<file path="config.mk">
export PLATFORM = sky130hd
export DESIGN_NAME = cam_loader_flat
export DESIGN_NICKNAME = d
export VERILOG_FILES = /design/src/rtl/cam_pkg.sv /design/src/rtl/cam_loader_if.sv /design/src/rtl/cam_addr_ctr.sv /design/src/rtl/cam_loader.sv /design/src/flat_wrapper.sv
export SDC_FILE = /design/constraint.sdc
export NUM_CORES = 1
export LEC_CHECK = 0
export ABC_AREA = 1
export CAP_MARGIN = 15
export CORE_MARGIN = 2
export CORE_UTILIZATION = 45
export CTS_CLUSTER_SIZE = 12
export DETAILED_ROUTE_END_ITERATION = 7
export PLACE_DENSITY = 0.81
export SYNTH_ARGS = -nofsm -noshare
export SYNTH_HDL_FRONTEND = slang
export SYNTH_SLANG_ARGS = --single-unit
</file>
<file path="constraint.sdc">
create_clock -name clk -period 2.1 [get_ports clk]
set_clock_uncertainty 0.05 [all_clocks]
set_input_delay 0.42 -clock clk [delete_from_list [all_inputs] [get_ports clk]]
set_output_delay 0.42 -clock clk [all_outputs]
set_load 0.01 [all_outputs]
</file>
<file path="src/rtl/cam_pkg.sv">
// Shared codes for the CAM loader: FSM states, command field encodings and
// the array input_mode codes.
package cam_pkg;

  typedef enum logic [2:0] {
    IDLE    = 3'd0,
    LOAD    = 3'd1,
    RD_ADDR = 3'd2,
    RD_WAIT = 3'd3,
    RD_CAP  = 3'd4,
    OUT     = 3'd5,
    DONE    = 3'd6
  } state_t;

  localparam logic OP_LOAD   = 1'b0;
  localparam logic OP_UNLOAD = 1'b1;
  localparam logic DIR_ROW   = 1'b0;
  localparam logic DIR_COL   = 1'b1;

  localparam logic [2:0] MODE_NONE    = 3'd0;
  localparam logic [2:0] ROWXROW_CODE = 3'd1;
  localparam logic [2:0] COLXCOL_CODE = 3'd2;

  function automatic logic [2:0] mode_for(input logic       dir,
                                          input logic [2:0] row_code,
                                          input logic [2:0] col_code);
    if (dir == DIR_COL) begin
      return col_code;
    end else begin
      return row_code;
    end
  endfunction

endpackage

</file>
<file path="src/rtl/cam_loader_if.sv">
// Host-side command, load-stream and unload-stream bundle of the CAM loader.
interface cam_loader_if #(
  parameter int DATA_DEPTH     = 16,
  parameter int ADDR_WIDTH_CAM = 8
);
  logic                      cmd_valid;
  logic                      cmd_ready;
  logic                      cmd_op;
  logic                      cmd_dir;
  logic [ADDR_WIDTH_CAM-1:0] cmd_base;
  logic [ADDR_WIDTH_CAM:0]   cmd_count;
  logic                      in_valid;
  logic                      in_ready;
  logic [DATA_DEPTH-1:0]     in_data;
  logic                      out_valid;
  logic                      out_ready;
  logic [DATA_DEPTH-1:0]     out_data;
  logic                      busy;
  logic                      done;

  modport master (
    output cmd_valid, cmd_op, cmd_dir, cmd_base, cmd_count, in_valid, in_data, out_ready,
    input  cmd_ready, in_ready, out_valid, out_data, busy, done
  );

  modport slave (
    input  cmd_valid, cmd_op, cmd_dir, cmd_base, cmd_count, in_valid, in_data, out_ready,
    output cmd_ready, in_ready, out_valid, out_data, busy, done
  );
endinterface

</file>
<file path="src/rtl/cam_addr_ctr.sv">
// Row/column index counter: loads a base, steps by one and wraps to zero once
// it reaches the supplied limit (or anything beyond it).
module cam_addr_ctr #(
  parameter int ADDR_WIDTH_CAM = 8
) (
  input  logic                      clk,
  input  logic                      rstIn,
  input  logic                      i_load,
  input  logic [ADDR_WIDTH_CAM-1:0] i_load_val,
  input  logic                      i_inc,
  input  logic [ADDR_WIDTH_CAM-1:0] i_limit,
  output logic [ADDR_WIDTH_CAM-1:0] o_idx
);
  localparam logic [ADDR_WIDTH_CAM-1:0] IDX_ZERO = {ADDR_WIDTH_CAM{1'b0}};
  localparam logic [ADDR_WIDTH_CAM-1:0] IDX_ONE  = {{(ADDR_WIDTH_CAM-1){1'b0}}, 1'b1};

  logic [ADDR_WIDTH_CAM-1:0] r_idx;

  // Index register: load has priority over increment.
  always_ff @(posedge clk) begin
    if (rstIn) begin
      r_idx <= IDX_ZERO;
    end else if (i_load) begin
      r_idx <= i_load_val;
    end else if (i_inc) begin
      r_idx <= (r_idx >= i_limit) ? IDX_ZERO : (r_idx + IDX_ONE);
    end else begin
      r_idx <= r_idx;
    end
  end

  assign o_idx = r_idx;
endmodule

</file>
<file path="src/rtl/cam_loader.sv">
// Sequences word-wise LOAD (write) and UNLOAD (read) transfers between a host
// stream interface and a transposable CAM array, row- or column-oriented.
module cam_loader
  import cam_pkg::*;
#(
  parameter int         DATA_WIDTH     = 8,
  parameter int         DATA_DEPTH     = 16,
  parameter int         ADDR_WIDTH_CAM = 8,
  parameter logic [2:0] RowxRow        = ROWXROW_CODE,
  parameter logic [2:0] ColxCol        = COLXCOL_CODE
) (
  input  logic                      clk,
  input  logic                      rstIn,
  cam_loader_if.slave               bus,
  input  logic [DATA_WIDTH-1:0]     ext_Mask,
  output logic [DATA_WIDTH-1:0]     cam_Mask,
  output logic [DATA_WIDTH-1:0]     cam_Ip_row,
  output logic [DATA_DEPTH-1:0]     cam_Ip_col,
  output logic [ADDR_WIDTH_CAM-1:0] cam_addr_input_Row,
  output logic [ADDR_WIDTH_CAM-1:0] cam_addr_input_Col,
  output logic [ADDR_WIDTH_CAM-1:0] cam_addr_output_Row,
  output logic [ADDR_WIDTH_CAM-1:0] cam_addr_output_Col,
  output logic [2:0]                cam_input_mode,
  output logic                      cam_wr_n,
  input  logic [DATA_WIDTH-1:0]     cam_Q_out_row,
  input  logic [DATA_DEPTH-1:0]     cam_Q_out_col
);
  localparam logic [ADDR_WIDTH_CAM:0]   ZERO_CNT = {(ADDR_WIDTH_CAM+1){1'b0}};
  localparam logic [ADDR_WIDTH_CAM:0]   ONE_CNT  = {{ADDR_WIDTH_CAM{1'b0}}, 1'b1};
  localparam logic [ADDR_WIDTH_CAM-1:0] ZERO_ADR = {ADDR_WIDTH_CAM{1'b0}};
  localparam logic [ADDR_WIDTH_CAM-1:0] LIM_ROW  = ADDR_WIDTH_CAM'(DATA_DEPTH - 1);
  localparam logic [ADDR_WIDTH_CAM-1:0] LIM_COL  = ADDR_WIDTH_CAM'(DATA_WIDTH - 1);

  state_t r_state, w_state_nxt;
  logic   r_op, r_dir;
  logic   [ADDR_WIDTH_CAM:0]   r_rem, w_rem_nxt;
  logic   [ADDR_WIDTH_CAM-1:0] w_idx, w_limit, w_rd_addr;
  logic   w_ctr_load, w_ctr_inc, w_cmd_fire, w_in_fire, w_out_fire, w_dir_nxt;
  logic   [DATA_DEPTH-1:0]     w_row_ext;

  logic r_cmd_ready, r_in_ready, r_out_valid, r_busy, r_done, r_wr_n;
  logic [DATA_DEPTH-1:0]     r_out_data, r_ip_col;
  logic [DATA_WIDTH-1:0]     r_ip_row, r_cam_mask;
  logic [ADDR_WIDTH_CAM-1:0] r_ain_row, r_ain_col, r_aout_row, r_aout_col;
  logic [2:0]                r_mode;

  cam_addr_ctr #(.ADDR_WIDTH_CAM(ADDR_WIDTH_CAM)) u_idx_ctr (
    .clk       (clk),
    .rstIn     (rstIn),
    .i_load    (w_ctr_load),
    .i_load_val(bus.cmd_base),
    .i_inc     (w_ctr_inc),
    .i_limit   (w_limit),
    .o_idx     (w_idx)
  );

  assign w_cmd_fire = bus.cmd_valid & r_cmd_ready;
  assign w_in_fire  = bus.in_valid  & r_in_ready;
  assign w_out_fire = r_out_valid   & bus.out_ready;

  // Wrap limit, direction of the coming cycle, read address and row zero-extension.
  always_comb begin
    w_limit   = LIM_ROW;
    w_dir_nxt = r_dir;
    w_rd_addr = w_idx;
    w_row_ext = {DATA_DEPTH{1'b0}};
    w_row_ext[DATA_WIDTH-1:0] = cam_Q_out_row;
    if (r_dir == DIR_COL) begin
      w_limit = LIM_COL;
    end else begin
      w_limit = LIM_ROW;
    end
    if (w_cmd_fire) begin
      w_dir_nxt = bus.cmd_dir;
      w_rd_addr = bus.cmd_base;
    end else begin
      w_dir_nxt = r_dir;
      w_rd_addr = w_idx;
    end
  end

  // Next-state logic; the remaining-word count drops once per accepted/captured word.
  always_comb begin
    w_state_nxt = r_state;
    w_rem_nxt   = r_rem;
    w_ctr_load  = 1'b0;
    w_ctr_inc   = 1'b0;
    case (r_state)
      IDLE: begin
        if (w_cmd_fire) begin
          w_ctr_load = 1'b1;
          w_rem_nxt  = bus.cmd_count;
          if (bus.cmd_count == ZERO_CNT) begin
            w_state_nxt = DONE;
          end else if (bus.cmd_op == OP_UNLOAD) begin
            w_state_nxt = RD_ADDR;
          end else begin
            w_state_nxt = LOAD;
          end
        end else begin
          w_state_nxt = IDLE;
        end
      end
      LOAD: begin
        if (r_rem == ZERO_CNT) begin
          w_state_nxt = DONE;
        end else if (w_in_fire) begin
          w_ctr_inc = 1'b1;
          w_rem_nxt = r_rem - ONE_CNT;
        end else begin
          w_state_nxt = LOAD;
        end
      end
      RD_ADDR: w_state_nxt = RD_WAIT;
      RD_WAIT: w_state_nxt = RD_CAP;
      RD_CAP: begin
        w_state_nxt = OUT;
        w_ctr_inc   = 1'b1;
        w_rem_nxt   = r_rem - ONE_CNT;
      end
      OUT: begin
        if (w_out_fire) begin
          w_state_nxt = (r_rem != ZERO_CNT) ? RD_ADDR : DONE;
        end else begin
          w_state_nxt = OUT;
        end
      end
      DONE:    w_state_nxt = IDLE;
      default: w_state_nxt = IDLE;
    endcase
  end

  // State, latched command fields and handshake/status outputs.
  always_ff @(posedge clk) begin
    if (rstIn) begin
      r_state     <= IDLE;
      r_rem       <= ZERO_CNT;
      r_op        <= OP_LOAD;
      r_dir       <= DIR_ROW;
      r_cmd_ready <= 1'b1;
      r_in_ready  <= 1'b0;
      r_out_valid <= 1'b0;
      r_busy      <= 1'b0;
      r_done      <= 1'b0;
      r_wr_n      <= 1'b1;
      r_mode      <= MODE_NONE;
      r_cam_mask  <= {DATA_WIDTH{1'b0}};
    end else begin
      r_state     <= w_state_nxt;
      r_rem       <= w_rem_nxt;
      r_op        <= w_cmd_fire ? bus.cmd_op : r_op;
      r_dir       <= w_dir_nxt;
      r_cmd_ready <= (w_state_nxt == IDLE);
      r_in_ready  <= (w_state_nxt == LOAD) && (w_rem_nxt != ZERO_CNT);
      r_out_valid <= (w_state_nxt == OUT);
      r_busy      <= (w_state_nxt != IDLE);
      r_done      <= (w_state_nxt == DONE);
      r_wr_n      <= ~(w_in_fire && (r_op == OP_LOAD));
      r_mode      <= (w_state_nxt == IDLE) ? MODE_NONE : mode_for(w_dir_nxt, RowxRow, ColxCol);
      r_cam_mask  <= (w_state_nxt == IDLE) ? ext_Mask : {DATA_WIDTH{1'b0}};
    end
  end

  // Array write/read addresses and data; only the addressed orientation gets the index.
  always_ff @(posedge clk) begin
    if (rstIn) begin
      r_ip_row   <= {DATA_WIDTH{1'b0}};
      r_ip_col   <= {DATA_DEPTH{1'b0}};
      r_ain_row  <= ZERO_ADR;
      r_ain_col  <= ZERO_ADR;
      r_aout_row <= ZERO_ADR;
      r_aout_col <= ZERO_ADR;
      r_out_data <= {DATA_DEPTH{1'b0}};
    end else begin
      if (w_in_fire) begin
        r_ip_row  <= bus.in_data[DATA_WIDTH-1:0];
        r_ip_col  <= bus.in_data;
        r_ain_row <= (r_dir == DIR_ROW) ? w_idx : ZERO_ADR;
        r_ain_col <= (r_dir == DIR_COL) ? w_idx : ZERO_ADR;
      end else begin
        r_ip_row  <= r_ip_row;
        r_ip_col  <= r_ip_col;
        r_ain_row <= r_ain_row;
        r_ain_col <= r_ain_col;
      end
      if (w_state_nxt == RD_ADDR) begin
        r_aout_row <= (w_dir_nxt == DIR_ROW) ? w_rd_addr : ZERO_ADR;
        r_aout_col <= (w_dir_nxt == DIR_COL) ? w_rd_addr : ZERO_ADR;
      end else begin
        r_aout_row <= r_aout_row;
        r_aout_col <= r_aout_col;
      end
      if (r_state == RD_CAP) begin
        r_out_data <= (r_dir == DIR_COL) ? cam_Q_out_col : w_row_ext;
      end else begin
        r_out_data <= r_out_data;
      end
    end
  end

  assign bus.cmd_ready       = r_cmd_ready;
  assign bus.in_ready        = r_in_ready;
  assign bus.out_valid       = r_out_valid;
  assign bus.out_data        = r_out_data;
  assign bus.busy            = r_busy;
  assign bus.done            = r_done;
  assign cam_Mask            = r_cam_mask;
  assign cam_Ip_row          = r_ip_row;
  assign cam_Ip_col          = r_ip_col;
  assign cam_addr_input_Row  = r_ain_row;
  assign cam_addr_input_Col  = r_ain_col;
  assign cam_addr_output_Row = r_aout_row;
  assign cam_addr_output_Col = r_aout_col;
  assign cam_input_mode      = r_mode;
  assign cam_wr_n            = r_wr_n;
endmodule
</file>
<file path="src/flat_wrapper.sv">
// flat-port wrapper written by rule: the top's interface ports become plain ports
module cam_loader_flat import cam_pkg::*;
#(
  parameter int         DATA_WIDTH     = 8,
  parameter int         DATA_DEPTH     = 16,
  parameter int         ADDR_WIDTH_CAM = 8,
  parameter logic [2:0] RowxRow        = ROWXROW_CODE,
  parameter logic [2:0] ColxCol        = COLXCOL_CODE
)
  (clk, rstIn, ext_Mask, cam_Mask, cam_Ip_row, cam_Ip_col, cam_addr_input_Row, cam_addr_input_Col, cam_addr_output_Row, cam_addr_output_Col, cam_input_mode, cam_wr_n, cam_Q_out_row, cam_Q_out_col, bus_cmd_valid, bus_cmd_op, bus_cmd_dir, bus_cmd_base, bus_cmd_count, bus_in_valid, bus_in_data, bus_out_ready, bus_cmd_ready, bus_in_ready, bus_out_valid, bus_out_data, bus_busy, bus_done);
  cam_loader_if #(.DATA_DEPTH(DATA_DEPTH), .ADDR_WIDTH_CAM(ADDR_WIDTH_CAM)) bus_i ();
  input  logic clk;
  input  logic rstIn;
  input  logic [DATA_WIDTH-1:0] ext_Mask;
  output logic [DATA_WIDTH-1:0] cam_Mask;
  output logic [DATA_WIDTH-1:0] cam_Ip_row;
  output logic [DATA_DEPTH-1:0] cam_Ip_col;
  output logic [ADDR_WIDTH_CAM-1:0] cam_addr_input_Row;
  output logic [ADDR_WIDTH_CAM-1:0] cam_addr_input_Col;
  output logic [ADDR_WIDTH_CAM-1:0] cam_addr_output_Row;
  output logic [ADDR_WIDTH_CAM-1:0] cam_addr_output_Col;
  output logic [2:0] cam_input_mode;
  output logic cam_wr_n;
  input  logic [DATA_WIDTH-1:0] cam_Q_out_row;
  input  logic [DATA_DEPTH-1:0] cam_Q_out_col;
  input wire logic [$bits(bus_i.cmd_valid)-1:0] bus_cmd_valid;
  input wire logic [$bits(bus_i.cmd_op)-1:0] bus_cmd_op;
  input wire logic [$bits(bus_i.cmd_dir)-1:0] bus_cmd_dir;
  input wire logic [$bits(bus_i.cmd_base)-1:0] bus_cmd_base;
  input wire logic [$bits(bus_i.cmd_count)-1:0] bus_cmd_count;
  input wire logic [$bits(bus_i.in_valid)-1:0] bus_in_valid;
  input wire logic [$bits(bus_i.in_data)-1:0] bus_in_data;
  input wire logic [$bits(bus_i.out_ready)-1:0] bus_out_ready;
  output wire logic [$bits(bus_i.cmd_ready)-1:0] bus_cmd_ready;
  output wire logic [$bits(bus_i.in_ready)-1:0] bus_in_ready;
  output wire logic [$bits(bus_i.out_valid)-1:0] bus_out_valid;
  output wire logic [$bits(bus_i.out_data)-1:0] bus_out_data;
  output wire logic [$bits(bus_i.busy)-1:0] bus_busy;
  output wire logic [$bits(bus_i.done)-1:0] bus_done;
  assign bus_i.cmd_valid = bus_cmd_valid;
  assign bus_i.cmd_op = bus_cmd_op;
  assign bus_i.cmd_dir = bus_cmd_dir;
  assign bus_i.cmd_base = bus_cmd_base;
  assign bus_i.cmd_count = bus_cmd_count;
  assign bus_i.in_valid = bus_in_valid;
  assign bus_i.in_data = bus_in_data;
  assign bus_i.out_ready = bus_out_ready;
  assign bus_cmd_ready = bus_i.cmd_ready;
  assign bus_in_ready = bus_i.in_ready;
  assign bus_out_valid = bus_i.out_valid;
  assign bus_out_data = bus_i.out_data;
  assign bus_busy = bus_i.busy;
  assign bus_done = bus_i.done;
  cam_loader #(.DATA_WIDTH(DATA_WIDTH), .DATA_DEPTH(DATA_DEPTH), .ADDR_WIDTH_CAM(ADDR_WIDTH_CAM), .RowxRow(RowxRow), .ColxCol(ColxCol)) u_core (.clk(clk), .rstIn(rstIn), .bus(bus_i), .ext_Mask(ext_Mask), .cam_Mask(cam_Mask), .cam_Ip_row(cam_Ip_row), .cam_Ip_col(cam_Ip_col), .cam_addr_input_Row(cam_addr_input_Row), .cam_addr_input_Col(cam_addr_input_Col), .cam_addr_output_Row(cam_addr_output_Row), .cam_addr_output_Col(cam_addr_output_Col), .cam_input_mode(cam_input_mode), .cam_wr_n(cam_wr_n), .cam_Q_out_row(cam_Q_out_row), .cam_Q_out_col(cam_Q_out_col));
endmodule
</file>
Word level (Yosys, flattened, before mapping)

Index checks and enable logic that the tools add are counted.

Logic and storage cells: 79
Bits in registers: 111
Output and inout bits: 89
Input port bits: 72

Multiplexer cells: 29
Bitwise gates (word level): 6
Order comparisons: 1
Reductions and logical operators: 12
Equal/unequal tests: 9
Add/sub/neg operators: 2

Operators with widths:

| operator                                                               | count |
|---|---|
| 8-bit two-way mux                                                      | 8 |
| 9-bit two-way mux                                                      | 3 |
| 9-bit case mux with 3 select lines                                     | 1 |
| 9-bit zero test                                                        | 2 |
| 3-bit two-way mux                                                      | 6 |
| 3-bit case mux with 6 select lines                                     | 1 |
| 9-bit nonzero test                                                     | 2 |
| 16-bit two-way mux                                                     | 1 |
| 3-bit equality test (second input constant)                            | 4 |
| 3-bit by 2-bit equality test with 1-bit output (second input constant) | 3 |
| 9-bit by 1-bit subtractor with 9-bit output (second input constant)    | 1 |
| 8-bit by 1-bit adder with 8-bit output (second input constant)         | 1 |
| 8-bit by 4-bit >= comparator with 1-bit output                         | 1 |
| 3-bit by 1-bit equality test with 1-bit output (second input constant) | 2 |
| 3-bit zero test                                                        | 2 |
| 1-bit two-way mux                                                      | 5 |
| 2-bit two-way mux                                                      | 2 |
| 4-bit two-way mux                                                      | 1 |
| 2-bit OR reduction                                                     | 2 |
| 1-bit bitwise AND                                                      | 3 |
| 1-bit NOT                                                              | 3 |
| 3-bit nonzero test                                                     | 1 |
| 1-bit logical AND                                                      | 2 |
| 1-bit case mux with 2 select lines                                     | 1 |
| 2-bit nonzero test                                                     | 1 |

Depth between registers and ports, before layout

Depth after elaboration: 7
Mapped depth: 14

Hierarchy

A second synthesis with hierarchy kept.

Cells, all modules: 707
Area total of the unflattened synthesis: 4961.0 um^2

Modules (own cells, without submodules):

| module       | area an instance (um^2) | times used | cells an instance | seq. area each (um^2) |
|---|---|---|---|---|
| cam_loader   | 4220.3                  | 1          | 601               | 1881.8 |
| cam_addr_ctr | 740.7                   | 1          | 106               | 160.2 |

Worst setup path after synthesis

OpenSTA, ideal clock, no wires.

Path kind: register to register
From: register u_core.r_dir
To: register u_core.u_idx_ctr.r_idx[0], in the netlist u_core.u_idx_ctr.o_idx[0]
Data required time: 1918 ps
Slack: 166 ps
Cell stages (with the launch flop): 9
Arrival: 1752 ps
Library setup time: 132 ps
Cell sequence: dfxtp_1 -> clkbuf_1 -> clkinv_1 -> clkbuf_1 -> ha_1 -> o2111ai_1 -> o21ai_0 -> o21ai_0 -> a21oi_1

Cells in the longest elaborated chain, start to end: 5

Ends and longest elaborated chain:

| item                                           | RTL line           | text |
|---|---|---|
| from (decl)                                    | cam_loader.sv:35   | `logic r_op, r_dir;` |
| from (signal assigned)                         | cam_loader.sv:152  | `r_dir <= w_dir_nxt;` |
| 4-bit two-way mux                              | cam_loader.sv:68   | `if (r_dir == DIR_COL) begin` |
| 8-bit by 4-bit >= comparator with 1-bit output | cam_addr_ctr.sv:26 | `r_idx <= (r_idx >= i_limit) ? IDX_ZERO : (r_idx + IDX_ONE);` |
| 8-bit two-way mux                              | cam_addr_ctr.sv:26 |  |
| 8-bit two-way mux                              | cam_addr_ctr.sv:25 | `end else if (i_inc) begin` |
| 8-bit two-way mux                              | cam_addr_ctr.sv:23 | `end else if (i_load) begin` |
| to (signal assigned)                           | cam_addr_ctr.sv:24 | `r_idx <= i_load_val;` |
| to (signal assigned)                           | cam_addr_ctr.sv:26 |  |
| to (signal assigned)                           | cam_addr_ctr.sv:28 | `r_idx <= r_idx;` |
| to (decl)                                      | cam_addr_ctr.sv:17 | `logic [ADDR_WIDTH_CAM-1:0] r_idx;` |

Every way passes these cells. The select of a mux whose other input is x is not followed.
A chain may end at the register's enable or synchronous reset.

Worst setup path after layout

From: input bus_cmd_count[0]
To: register u_core.r_aout_col[1], in the netlist u_core.cam_addr_output_Col[1]

Cells in the longest elaborated chain, start to end: 5

Ends and longest elaborated chain:

| item                                           | RTL line           | text |
|---|---|---|
| from (decl)                                    | flat_wrapper.sv:30 | `input wire logic [$bits(bus_i.cmd_count)-1:0] bus_cmd_count;` |
| 9-bit zero test                                | cam_loader.sv:93   | `if (bus.cmd_count == ZERO_CNT) begin` |
| 3-bit two-way mux                              | cam_loader.sv:93   |  |
| 3-bit two-way mux                              | cam_loader.sv:90   | `if (w_cmd_fire) begin` |
| 3-bit case mux with 6 select lines             | cam_loader.sv:88   | `case (r_state)` |
| 3-bit by 2-bit equality test with 1-bit output | cam_loader.sv:186  | `if (w_state_nxt == RD_ADDR) begin` |
| to (signal assigned)                           | cam_loader.sv:188  | `r_aout_col <= (w_dir_nxt == DIR_COL) ? w_rd_addr : ZERO_ADR;` |
| to (signal assigned)                           | cam_loader.sv:191  | `r_aout_col <= r_aout_col;` |
| to (decl)                                      | cam_loader.sv:44   | `logic [ADDR_WIDTH_CAM-1:0] r_ain_row, r_ain_col, r_aout_row, r_aout_col;` |

Every way passes these cells.

==> results.sh <==
export IMPL_status="finished, final reports clean"
export IMPL_pin_count=161
export IMPL_p_int_mw=4.66
export IMPL_grt_usage_pct=24.2
export IMPL_finalHoldViolCount=0
export IMPL_grt_pass1_wl_um=20300
export IMPL_cts_tree="done"
export IMPL_avgSynthCellArea_um2=7.15
export IMPL_h_tree_depth=3
export IMPL_wl_per_cell_um=14.4
export IMPL_clock_power_share_pct=15.0
export IMPL_rr_endpoint="u_core.cam_Mask[1]"
export IMPL_synth_area_leaders="dfxtp_1, nand2_1, nand3_1"
export IMPL_synth_seq_cells=102
export IMPL_critPathKind="primary input to flip-flop"
export IMPL_power_leakage_nw=2.72
export IMPL_final_core_util_pct=67.0
export IMPL_cp_required_ns=2.31
export IMPL_drive_gt1_share_pct=9.00
export IMPL_io_buffer_count=159
export IMPL_vias=4785
export IMPL_fmax_ghz=0.504
export IMPL_synth_net_count=697
export IMPL_dp_hpwl_um=9890
export IMPL_dp_slack_ns=-0.304
export IMPL_overflow=0
export IMPL_ys_async_sr_fraction_pct=0
export IMPL_wl_um=13300
export IMPL_drt_iter0_markers=297
export IMPL_ys_warn_count=0
export IMPL_yosysUniqueCellTypes=37
export IMPL_cap_violations=0
export IMPL_syn_instance_count=621
export IMPL_dr_pass1_iters=5
export IMPL_antenna_cells=0
export IMPL_antenna_found_initial=0
export IMPL_die_area_um2=10700
export IMPL_rrSetupSlack_ns=0.12
export IMPL_power_density_nw_per_um2=1250
export IMPL_pwr_share_seq_pct=33.8
export IMPL_grt_pass1_vias=4340
export IMPL_nFillCells=809
export IMPL_syn_cell_area_um2=4440
export IMPL_syn2layout_area_growth_pct=46.1
export IMPL_startpoint_type="primary input"
export IMPL_p_sw_mw=3.45
export IMPL_die_w_um=103
export IMPL_drc=0
export IMPL_arrival_ns=2.19
export IMPL_critPathMaxFanout=17
export IMPL_pwr_share_comb_pct=51.2
export IMPL_vdd_drop_max_v=0.000559
export IMPL_initial_core_util_pct=45.9
export IMPL_synth_top_area_cell="dfxtp_1"
export IMPL_cp_end_kind="flip-flop"
export IMPL_cts_hold_buffers=0
export IMPL_dp_cells=904
export IMPL_reg2reg_from="u_core.r_rem[0]"
export IMPL_cp_startpoint="bus_cmd_count[0]"
export IMPL_ys_seq_area_share_pct=46.0
export IMPL_hold_ws_ns=0.409
export IMPL_core_um2=9680
export IMPL_die_h_um=103
export IMPL_gp_congestion=0.931
export IMPL_synth_top_cell_area_share_pct=46.0
export IMPL_clock_root_buffer="clkbuf_8"
export IMPL_clk_latency_ns=0.38
export IMPL_path_clk_slew_ns=0.11
export IMPL_synth_edf_count=0
export IMPL_r2r_cells=11
export IMPL_swShare_pct=42.5
export IMPL_setup_violations=0
export IMPL_grt_max_degree=40
export IMPL_period_minus_slack_ns=1.99
export IMPL_cts_buffer_depth=2
export IMPL_design_power_total_mw=8.11
export IMPL_critPathCapture="u_core.cam_addr_output_Col[1]"
export IMPL_min_path_type="flip-flop to flip-flop"
export IMPL_ys_flop_type="dfxtp_1"
export IMPL_worst_slack_ns=0.114
export IMPL_fin_cells=922
export IMPL_routed_via_density=5.19
export IMPL_finalNetCount=860
export IMPL_finalCritPeriodShare_pct=94.6
export IMPL_ant_nets=0
export IMPL_slew_viol_final=0
export IMPL_rsz0062_at_grt="true"
export IMPL_cts_buffers=9
export IMPL_clock_sinks=102
export IMPL_num_rows=36
registers in the layout (all words and copies together) (netlist names), 3 cells and up:
signal                      cells
u_core.r_rem                    9
u_core.cam_addr_input_Row       8
u_core.cam_addr_output_Col      8
u_core.cam_Mask                 8
u_core.cam_Ip_col               9
u_core.u_idx_ctr.o_idx          8
u_core.cam_addr_output_Row      8
u_core.cam_addr_input_Col       8
u_core.cam_Ip_row               7
u_core.bus.out_data            16
u_core.r_state                  3
how the worst min path moves through the flow:
stage                      from         endpoint  slack (ns)  depth (start not counted)
finish              u_core.r_op  u_core.cam_wr_n        0.41                          1
detailed placement  u_core.r_op  u_core.cam_wr_n        0.40                          1
global placement    u_core.r_op  u_core.cam_wr_n        0.39                          1
global route        u_core.r_op  u_core.cam_wr_n        0.42                          1
CTS                 u_core.r_op  u_core.cam_wr_n        0.41                          1
floorplan           u_core.r_op  u_core.cam_wr_n        0.37                          1
per-layer routing:
layer | global-route usage (%) | part of all wire (%)
met4 | 9.82 | 2.6
met5 | 0 | 0
met2 | 41.1 | 49
met1 | 29.9 | 39
met3 | 5.24 | 9.2
timing repair:
action | in CTS | in global routing
endpoints found under the setup margin | 0 | 18
gates resized for setup | 0 | 12
setup buffers | 0 | 2
endpoints found under the hold margin | 0 | 0
metrics by stage:
step,instance area (µm²),TNS [ns]
global placement,6240,-3.35
floorplan,4440,0
CTS,6430,0
detailed placement,6240,-6.21
finish,6490,0
global route,6490,-0.166
cell type report:
cell class	instances	area, µm²	area share (%)
clock buffers	11	141	2.18
repair buffers	189	1840	28.4
clock inverters	5	48.8	0.752
well taps	133	166	2.57
multi-input cells	436	2070	31.9
inverters	46	173	2.66
flip-flops and latches	102	2040	31.5
cell families (layout without fill, tap and decap cells):
group | Yosys count | after routing | share of synthesized area [%]
simple gates | 320 | 320 | 31.1
compound gates | 109 | 109 | 13.2
flops | 102 | 102 | 46.0
buf+inv | 83 | 251 | 8.14
fa+ha+maj | 4 | 4 | 1.13
xor+xnor | 2 | 2 | 0.395
other cells | 1 | 1 | 0.0844
power by group through the flow:
stage               registers, mW  logic (mW)  clock network (mW)
floorplan                    2.83        2.24                   0
global placement             2.75        3.79                   0
detailed placement           2.76        3.90                   0
CTS                          2.72        3.92                1.23
global route                 2.79        4.59                1.32
finish                       2.74        4.15                1.22
cells in the mapped netlist, types with 4 or more instances:
master	count
a22oi_1	5
o21ai_1	9
clkbuf_1	23
a31oi_1	11
nand3_1	63
inv_1	42
nor2_1	83
a21oi_1	38
o21ai_0	40
ha_1	4
dfxtp_1	102
buf_4	11
nand2_1	151
placed cells by master (no fill, tap or decap), types with 2 or more instances in the layout:
cell type        synthesis  layout
a21oi_1                 38      37
a22oi_1                  5       5
a31oi_1                 11      11
buf_12                   0       2
buf_4                   11      28
clkbuf_8                 0      10
clkdlybuf4s50_1          0     159
clkinv_4                 0       2
dfxtp_1                102     101
ha_1                     4       4
inv_1                   42      42
inv_2                    3       3
inv_8                    0       2
nand2_1                151     148
nand2_2                  1       4
nand3_1                 63      61
nand3_2                  3       4
nand4_1                  3       3
nor2_1                  83      82
nor2_2                   2       3
nor2_4                   3       3
nor3_1                   3       3
nor3b_1                  2       2
o21ai_0                 40      39
o21ai_1                  9       9
o31ai_1                  2       2
or2_2                    2       2
xor2_1                   2       2
critical path, cell delays in order:
cell and delay (ns):
clkdlybuf4s50_1 0.43, nor2_1 0.12, nand3_1 0.11, nor4_2 0.28
o21ai_0 0.24, nand3b_2 0.17, nand2_4 0.14, nand2_2 0.18
a21oi_1 0.09
Power figures use the tool's default switching activity.
